### config.mk
export PLATFORM = sky130hd
export DESIGN_NAME = find_max_sequencer
export DESIGN_NICKNAME = d
export VERILOG_FILES = /design/src/rtl/find_max_pkg.sv /design/src/rtl/find_max_beat_fifo.sv /design/src/rtl/find_max_sequencer.sv
export SDC_FILE = /design/constraint.sdc
export NUM_CORES = 1
export LEC_CHECK = 0
export ABC_AREA = 1
export BUFFER_PORTS_ARGS = -buffer_cell sky130_fd_sc_hd__buf_4
export CAP_MARGIN = 40
export CORE_UTILIZATION = 54
export DETAILED_ROUTE_END_ITERATION = 12
export PLACE_DENSITY_LB_ADDON = 0.05
export SYNTH_ARGS = -nofsm -noshare
export SYNTH_HDL_FRONTEND = slang
export SYNTH_SLANG_ARGS = --single-unit
### constraint.sdc
create_clock -name clk -period 2.9 [get_ports clk]
set_input_delay 0.145 -clock clk [delete_from_list [all_inputs] [get_ports clk]]
set_output_delay 0.145 -clock clk [all_outputs]
set_load 0.05 [all_outputs]
### src/rtl/find_max_pkg.sv
// find_max_pkg
// Shared definitions for the find_MAX upstream sequencer: default
// parameter values, the sequencer state encoding and the beat layout.
// No ports (package).
package find_max_pkg;

    localparam int DEF_DATA_W     = 8;
    localparam int DEF_FIFO_DEPTH = 8;
    localparam int DEF_GAP_CYCLES = 1;
    localparam int DEF_RESULT_LAT = 2;

    // Sequencer states; encoding is fixed so dbg_state is stable across builds.
    typedef enum logic [2:0] {
        ST_IDLE    = 3'd0,
        ST_START   = 3'd1,
        ST_GAP     = 3'd2,
        ST_BEAT    = 3'd3,
        ST_WAIT    = 3'd4,
        ST_DRAIN   = 3'd5,
        ST_CAPTURE = 3'd6
    } state_t;

    // Beat layout at the default data width, MSB first: {a, b, c, instr, sel}.
    typedef struct packed {
        logic [DEF_DATA_W-1:0] a;
        logic [DEF_DATA_W-1:0] b;
        logic [DEF_DATA_W-1:0] c;
        logic [DEF_DATA_W-1:0] instr;
        logic [2:0]            sel;
    } beat_t;

    // Packed beat width for an arbitrary data width (same field order as beat_t).
    function automatic int beat_width(input int data_w);
        return 4 * data_w + 3;
    endfunction

endpackage

### src/rtl/find_max_beat_fifo.sv
// find_max_beat_fifo
// Synchronous FIFO holding buffered operand beats.
// Ports:
//   clk, rst_n     clock, asynchronous active-low reset (empties the FIFO)
//   i_push, i_data push request and data; ignored while full
//   i_pop          pop request; ignored while empty
//   o_head         entry at the read pointer (valid when !o_empty)
//   o_full, o_empty occupancy flags
// Pointers carry one extra wrap bit so full and empty are distinguishable.
// DEPTH must be a power of two, >= 2.
module find_max_beat_fifo
    import find_max_pkg::*;
#(
    parameter int WIDTH = beat_width(DEF_DATA_W),
    parameter int DEPTH = DEF_FIFO_DEPTH
) (
    input  logic             clk,
    input  logic             rst_n,
    input  logic             i_push,
    input  logic [WIDTH-1:0] i_data,
    input  logic             i_pop,
    output logic [WIDTH-1:0] o_head,
    output logic             o_full,
    output logic             o_empty
);

    localparam int AW = $clog2(DEPTH);

    logic [AW:0]      r_wr_ptr;
    logic [AW:0]      r_rd_ptr;
    logic [WIDTH-1:0] r_mem [DEPTH];

    logic w_full;
    logic w_empty;
    logic w_do_push;
    logic w_do_pop;

    assign w_empty   = (r_wr_ptr == r_rd_ptr);
    assign w_full    = (r_wr_ptr[AW] != r_rd_ptr[AW]) &&
                       (r_wr_ptr[AW-1:0] == r_rd_ptr[AW-1:0]);
    // Full blocks a push even when a pop happens in the same cycle.
    assign w_do_push = i_push && !w_full;
    assign w_do_pop  = i_pop && !w_empty;

    always_ff @(posedge clk or negedge rst_n) begin
        if (!rst_n) begin
            r_wr_ptr <= '0;
            r_rd_ptr <= '0;
        end else begin
            if (w_do_push) r_wr_ptr <= r_wr_ptr + {{AW{1'b0}}, 1'b1};
            if (w_do_pop)  r_rd_ptr <= r_rd_ptr + {{AW{1'b0}}, 1'b1};
        end
    end

    // Storage needs no reset; only entries between the pointers are ever read.
    always_ff @(posedge clk) begin
        if (w_do_push) r_mem[r_wr_ptr[AW-1:0]] <= i_data;
    end

    assign o_head  = r_mem[r_rd_ptr[AW-1:0]];
    assign o_full  = w_full;
    assign o_empty = w_empty;

endmodule

### src/rtl/find_max_sequencer.sv
// find_max_sequencer
// Replays an operation (header with beat count + buffered beats) into
// find_MAX as a start/count pulse followed by spaced valid beats, then
// after a fixed drain delay captures second_maximum and pulses res_valid.
// Ports:
//   clk, rst_n                     clock, asynchronous active-low reset
//   cmd_valid/cmd_ready/cmd_count  operation header handshake (0..7 beats)
//   beat_in_valid/beat_in_ready    beat handshake; beat_a/b/c, beat_instr, beat_sel
//   start, count                   operation start pulse and beat count to find_MAX
//   valid, data_A/B/C, instruction, select  beat stream to find_MAX (0 when !valid)
//   second_maximum                 result from find_MAX
//   res_valid, res_data            one-cycle result pulse, held result value
//   op_done_cnt                    completed operation counter (wraps)
//   busy                           high whenever not IDLE
//   dbg_state                      current sequencer state
// Handshakes: a transfer happens on a rising edge where valid && ready are
// both high; ready never depends combinationally on the matching valid.
module find_max_sequencer
    import find_max_pkg::*;
#(
    parameter int DATA_W     = DEF_DATA_W,
    parameter int FIFO_DEPTH = DEF_FIFO_DEPTH,
    parameter int GAP_CYCLES = DEF_GAP_CYCLES,
    parameter int RESULT_LAT = DEF_RESULT_LAT
) (
    input  logic              clk,
    input  logic              rst_n,
    input  logic              cmd_valid,
    output logic              cmd_ready,
    input  logic [2:0]        cmd_count,
    input  logic              beat_in_valid,
    output logic              beat_in_ready,
    input  logic [DATA_W-1:0] beat_a,
    input  logic [DATA_W-1:0] beat_b,
    input  logic [DATA_W-1:0] beat_c,
    input  logic [DATA_W-1:0] beat_instr,
    input  logic [2:0]        beat_sel,
    output logic              start,
    output logic [2:0]        count,
    output logic              valid,
    output logic [DATA_W-1:0] data_A,
    output logic [DATA_W-1:0] data_B,
    output logic [DATA_W-1:0] data_C,
    output logic [DATA_W-1:0] instruction,
    output logic [2:0]        select,
    input  logic [DATA_W-1:0] second_maximum,
    output logic              res_valid,
    output logic [DATA_W-1:0] res_data,
    output logic [7:0]        op_done_cnt,
    output logic              busy,
    output state_t            dbg_state
);

    localparam int BEAT_W = beat_width(DATA_W);
    // Timers count down to zero, so they are loaded with (length - 1).
    localparam logic [15:0] GAP_LAST   = 16'(GAP_CYCLES - 1);
    localparam logic [15:0] DRAIN_LAST = 16'(RESULT_LAT - 1);

    state_t            r_state;
    logic [2:0]        r_n;
    logic [2:0]        r_beat_cnt;
    logic [15:0]       r_timer;
    logic              r_start;
    logic [2:0]        r_count;
    logic              r_valid;
    logic [BEAT_W-1:0] r_beat;
    logic              r_res_valid;
    logic [DATA_W-1:0] r_res_data;
    logic [7:0]        r_done_cnt;

    logic [BEAT_W-1:0] w_head;
    logic              w_full;
    logic              w_empty;
    logic              w_pop;

    // The head is consumed on the BEAT cycle; it was already copied into the
    // registered beat outputs on the edge that entered BEAT.
    assign w_pop = (r_state == ST_BEAT);

    find_max_beat_fifo #(
        .WIDTH (BEAT_W),
        .DEPTH (FIFO_DEPTH)
    ) u_fifo (
        .clk     (clk),
        .rst_n   (rst_n),
        .i_push  (beat_in_valid),
        .i_data  ({beat_a, beat_b, beat_c, beat_instr, beat_sel}),
        .i_pop   (w_pop),
        .o_head  (w_head),
        .o_full  (w_full),
        .o_empty (w_empty)
    );

    always_ff @(posedge clk or negedge rst_n) begin
        if (!rst_n) begin
            r_state     <= ST_IDLE;
            r_n         <= '0;
            r_beat_cnt  <= '0;
            r_timer     <= '0;
            r_start     <= 1'b0;
            r_count     <= '0;
            r_valid     <= 1'b0;
            r_beat      <= '0;
            r_res_valid <= 1'b0;
            r_res_data  <= '0;
            r_done_cnt  <= '0;
        end else begin
            // Pulse outputs default to idle; states below raise them for one cycle.
            r_start     <= 1'b0;
            r_count     <= '0;
            r_valid     <= 1'b0;
            r_beat      <= '0;
            r_res_valid <= 1'b0;
            case (r_state)
                ST_IDLE: begin
                    if (cmd_valid) begin
                        r_n        <= cmd_count;
                        r_beat_cnt <= '0;
                        r_start    <= 1'b1;
                        r_count    <= cmd_count;
                        r_state    <= ST_START;
                    end
                end
                ST_START: begin
                    if (r_n == 3'd0) begin
                        r_timer <= DRAIN_LAST;
                        r_state <= ST_DRAIN;
                    end else begin
                        r_timer <= GAP_LAST;
                        r_state <= ST_GAP;
                    end
                end
                ST_GAP: begin
                    if (r_timer != 16'd0) begin
                        r_timer <= r_timer - 16'd1;
                    end else if (!w_empty) begin
                        r_valid <= 1'b1;
                        r_beat  <= w_head;
                        r_state <= ST_BEAT;
                    end else begin
                        r_state <= ST_WAIT;
                    end
                end
                ST_WAIT: begin
                    if (!w_empty) begin
                        r_valid <= 1'b1;
                        r_beat  <= w_head;
                        r_state <= ST_BEAT;
                    end
                end
                ST_BEAT: begin
                    r_beat_cnt <= r_beat_cnt + 3'd1;
                    if (r_beat_cnt + 3'd1 == r_n) begin
                        r_timer <= DRAIN_LAST;
                        r_state <= ST_DRAIN;
                    end else begin
                        r_timer <= GAP_LAST;
                        r_state <= ST_GAP;
                    end
                end
                ST_DRAIN: begin
                    if (r_timer != 16'd0) begin
                        r_timer <= r_timer - 16'd1;
                    end else begin
                        // Last drain edge: find_MAX has settled, take its result.
                        r_res_data  <= second_maximum;
                        r_res_valid <= 1'b1;
                        r_done_cnt  <= r_done_cnt + 8'd1;
                        r_state     <= ST_CAPTURE;
                    end
                end
                ST_CAPTURE: begin
                    r_state <= ST_IDLE;
                end
                default: begin
                    r_state <= ST_IDLE;
                end
            endcase
        end
    end

    assign cmd_ready     = (r_state == ST_IDLE);
    assign beat_in_ready = !w_full;
    assign busy          = (r_state != ST_IDLE);
    assign dbg_state     = r_state;

    assign start         = r_start;
    assign count         = r_count;
    assign valid         = r_valid;
    assign {data_A, data_B, data_C, instruction, select} = r_beat;
    assign res_valid     = r_res_valid;
    assign res_data      = r_res_data;
    assign op_done_cnt   = r_done_cnt;

endmodule

==> impl_metrics.env <==
export IMPL_worst_pin_slew_ns=0.7943
export IMPL_outcome="finished, final reports clean"
export IMPL_vias_per_cell=5.515
export IMPL_final_setup_viol_count=0
export IMPL_clock_skew_ns=0.01364
export IMPL_powerDensity_mw_per_mm2=1027
export IMPL_netlist_instances=1242
export IMPL_maxCapViolations=0
export IMPL_routabilityCongestion=0.8133
export IMPL_cts_max_path_buffers=3
export IMPL_clkSlewWorstSetupHoldPaths_ns=0.06
export IMPL_drc=0
export IMPL_hold_slack_ns=0.03345
export IMPL_fp_row_count=60
export IMPL_dr_wl_met3_mm=1.689
export IMPL_ys_dominant_reg_cell="edfxtp_1"
export IMPL_ys_seq_area_frac=0.7168
export IMPL_clock_sinks=370
export IMPL_cp_arrival_ns=2.30
export IMPL_drt_met1_wl_mm=15.32
export IMPL_via_count=9838
export IMPL_start_kind="register"
export IMPL_final_common_cell="edfxtp_1"
export IMPL_die_area_mm2=0.02821
export IMPL_first_iter_violations=831
export IMPL_antenna_found_initial=1
export IMPL_dp_hpwl_mm=18.46
export IMPL_rsz0062_at_grt="no"
export IMPL_cts_resized=0
export IMPL_synth_edf_count=280
export IMPL_seqPwrFrac=0.383
export IMPL_internal_power_w=0.01132
export IMPL_synth_area_mm2=0.01487
export IMPL_final_cell_mix="edfxtp_1, nand2_1, nor2_1"
export IMPL_cts_tree="built"
export IMPL_syn_nets=1297
export IMPL_ctsRootBufferMaster="clkbuf_16"
export IMPL_final_nets=1468
export IMPL_ant_nets=0
export IMPL_syn_avg_cell_area_um2=11.97
export IMPL_hold_path_class="in -> reg"
export IMPL_die_h_um=168.0
export IMPL_setup_ws_ns=0.7725
export IMPL_synth_seq_cells=370
export IMPL_die_x_um=168.0
export IMPL_area_growth_pct=20.30
export IMPL_core_area_mm2=0.02695
export IMPL_slew_violations=0
export IMPL_port_buffers=112
export IMPL_maxSlewHeadroom=0.4705
export IMPL_power_w=0.01837
export IMPL_routed_wl_mm=33.26
export IMPL_h_tree_depth=2
export IMPL_first_pass_iters=5
export IMPL_drive_gt1_frac=0.1859
export IMPL_grt_first_pass_wirelength_mm=52.41
export IMPL_grt_usage=0.2415
export IMPL_p_comb_frac=0.366
export IMPL_place_area_mm2=0.01620
export IMPL_ir_drop_mv=0.6309
export IMPL_numCtsBuffers=38
export IMPL_wl_per_cell_um=18.64
export IMPL_routed_top_layer="met4"
export IMPL_period_share=0.7336
export IMPL_io_pins=113
export IMPL_critPathKind="reg -> reg"
export IMPL_cp_max_fo=22
export IMPL_clk_latency_ns=0.52
export IMPL_preCtsSetupSlack_ns=0.7672
export IMPL_ys_warn_count=0
export IMPL_finalHoldViolations=0
export IMPL_initial_core_util=0.5518
export IMPL_route_met2_wl_mm=15.66
export IMPL_synthArstFlopShare=0.2432
export IMPL_synth_cell_types=29
export IMPL_fmax_ghz=0.4700
export IMPL_endpoint_kind="register"
export IMPL_crit_required_ns=3.07
export IMPL_p_leak_nw=6.877
export IMPL_period_minus_slack_ns=2.127
export IMPL_grt_pass1_vias=9672
export IMPL_grt_max_degree=142
export IMPL_grt_overflow=0
export IMPL_fin_area_mm2=0.01789
export IMPL_power_switching_w=0.007049
export IMPL_clkPwrFrac=0.251
export IMPL_switching_share=0.3837
[synthesized netlist by cell type, types with 5 or more instances]
| master | count | area share |
|---|---|---|
| o21ai_0 | 148 | 0.050 |
| ha_1 | 5 | 0.0042 |
| nand2_2 | 11 | 0.0046 |
| nand3_1 | 36 | 0.012 |
| nor2_4 | 6 | 0.0045 |
| xor2_1 | 14 | 0.0082 |
| o22ai_1 | 73 | 0.031 |
| nand2_1 | 219 | 0.055 |
| buf_6 | 7 | 0.0053 |
| a21oi_2 | 29 | 0.017 |
| edfxtp_1 | 280 | 0.57 |
| o21ai_1 | 9 | 0.0030 |
| nor2_1 | 188 | 0.047 |
| inv_2 | 10 | 0.0025 |
| xnor2_1 | 6 | 0.0035 |
| dfrtp_1 | 90 | 0.15 |
| inv_1 | 35 | 0.0088 |
| clkbuf_1 | 39 | 0.0098 |
| buf_2 | 13 | 0.0044 |
| a21oi_1 | 9 | 0.0030 |
[worst max-delay path, cell delays in order (launching register included)]
cell	delay [ns]
dfrtp_1	0.44
inv_1	0.12
nand2_1	0.05
nand2_1	0.10
nor2_4	0.06
nand4_2	0.08
nand2_2	0.13
inv_2	0.12
nand2_1	0.18
nor2_4	0.14
buf_4	0.34
[routing by layer]
layer  vias to the layer above  track usage
met1                      4847       0.3403
met3                        45      0.03291
met5                         -            0
met4                         0      0.06023
li1                       4689            -
met2                       257       0.4000
[layout make-up]
cell class	instances	area, um2
Antenna cell	1	2.502
Clock buffer	62	1142
Clock inverter	7	40.04
Fill cell	2034	9060
Inverter	45	170.2
Multi-Input combinational cell	765	3790
Sequential cell	370	10670
Tap cell	341	426.7
Timing Repair Buffer	193	1654
[registers in the layout (all words and copies together), names as in the netlist, 4 cells and up]
register and flops:
op_done_cnt 8, r_beat 35, r_timer 16, res_data 8
u_fifo.r_mem 280, u_fifo.r_rd_ptr 4, u_fifo.r_wr_ptr 4
[power groups by stage]
stage / clock network [W] / registers [W] / logic (W)
after floorplan: 0 / 0.00778 / 0.00413
after global placement: 0 / 0.00713 / 0.00658
after detailed placement: 0 / 0.00714 / 0.00670
after CTS: 0.00468 / 0.00704 / 0.00677
after global routing: 0.00486 / 0.00712 / 0.00745
final: 0.00461 / 0.00704 / 0.00672
[path summary, 6_finish.rpt]
| path | start | endpoint | depth (start not counted) | slack [ns] |
|---|---|---|---|---|
| worst max-delay path | u_fifo.r_wr_ptr[1]$_DFFE_PN0P_ | u_fifo.r_mem[5][15]$_DFFE_PP_ | 10 | 0.77 |
| worst min-delay path | beat_in_valid | u_fifo.r_wr_ptr[3]$_DFFE_PN0P_ | 4 | 0.03 |
| worst max register to register | u_fifo.r_wr_ptr[1]$_DFFE_PN0P_ | u_fifo.r_mem[5][15]$_DFFE_PP_ | 10 | 0.77 |
| worst min register to register | res_data[2]$_DFFE_PN0P_ | res_data[2]$_DFFE_PN0P_ | 2 | 0.47 |
| max in group asynchronous | rst_n | u_fifo.r_rd_ptr[1]$_DFFE_PN0P_ | 3 | 2.10 |
| min in group asynchronous | rst_n | res_data[6]$_DFFE_PN0P_ | 2 | 0.16 |
[through the flow]
| stage | utilization | setup TNS (ns) | instances |
|---|---|---|---|
| after floorplan | - | -105.71 | 1242 |
| after global placement | 0.5989 | 0 | 1661 |
| after detailed placement | 0.6009 | 0 | 1663 |
| after CTS | 0.6637 | 0 | 1783 |
| after global routing | 0.6638 | 0 | 1784 |
| final | 0.6638 | 0 | 1784 |
[logic make-up after synthesis]
| group | share of synthesized area |
|---|---|
| adders and majority gates | 0.004207 |
| AOI/OAI and AO/OA | 0.1041 |
| buffers and inverters | 0.03239 |
| DFF | 0.7168 |
| xor gates and xnor gates | 0.01178 |
| and+or+nand+nor | 0.1307 |
[what timing repair did]
item,CTS,global route
hold buffers,51,0
hold endpoints to repair,328,0
setup buffers,0,0
(Power assumes the default switching activity.)
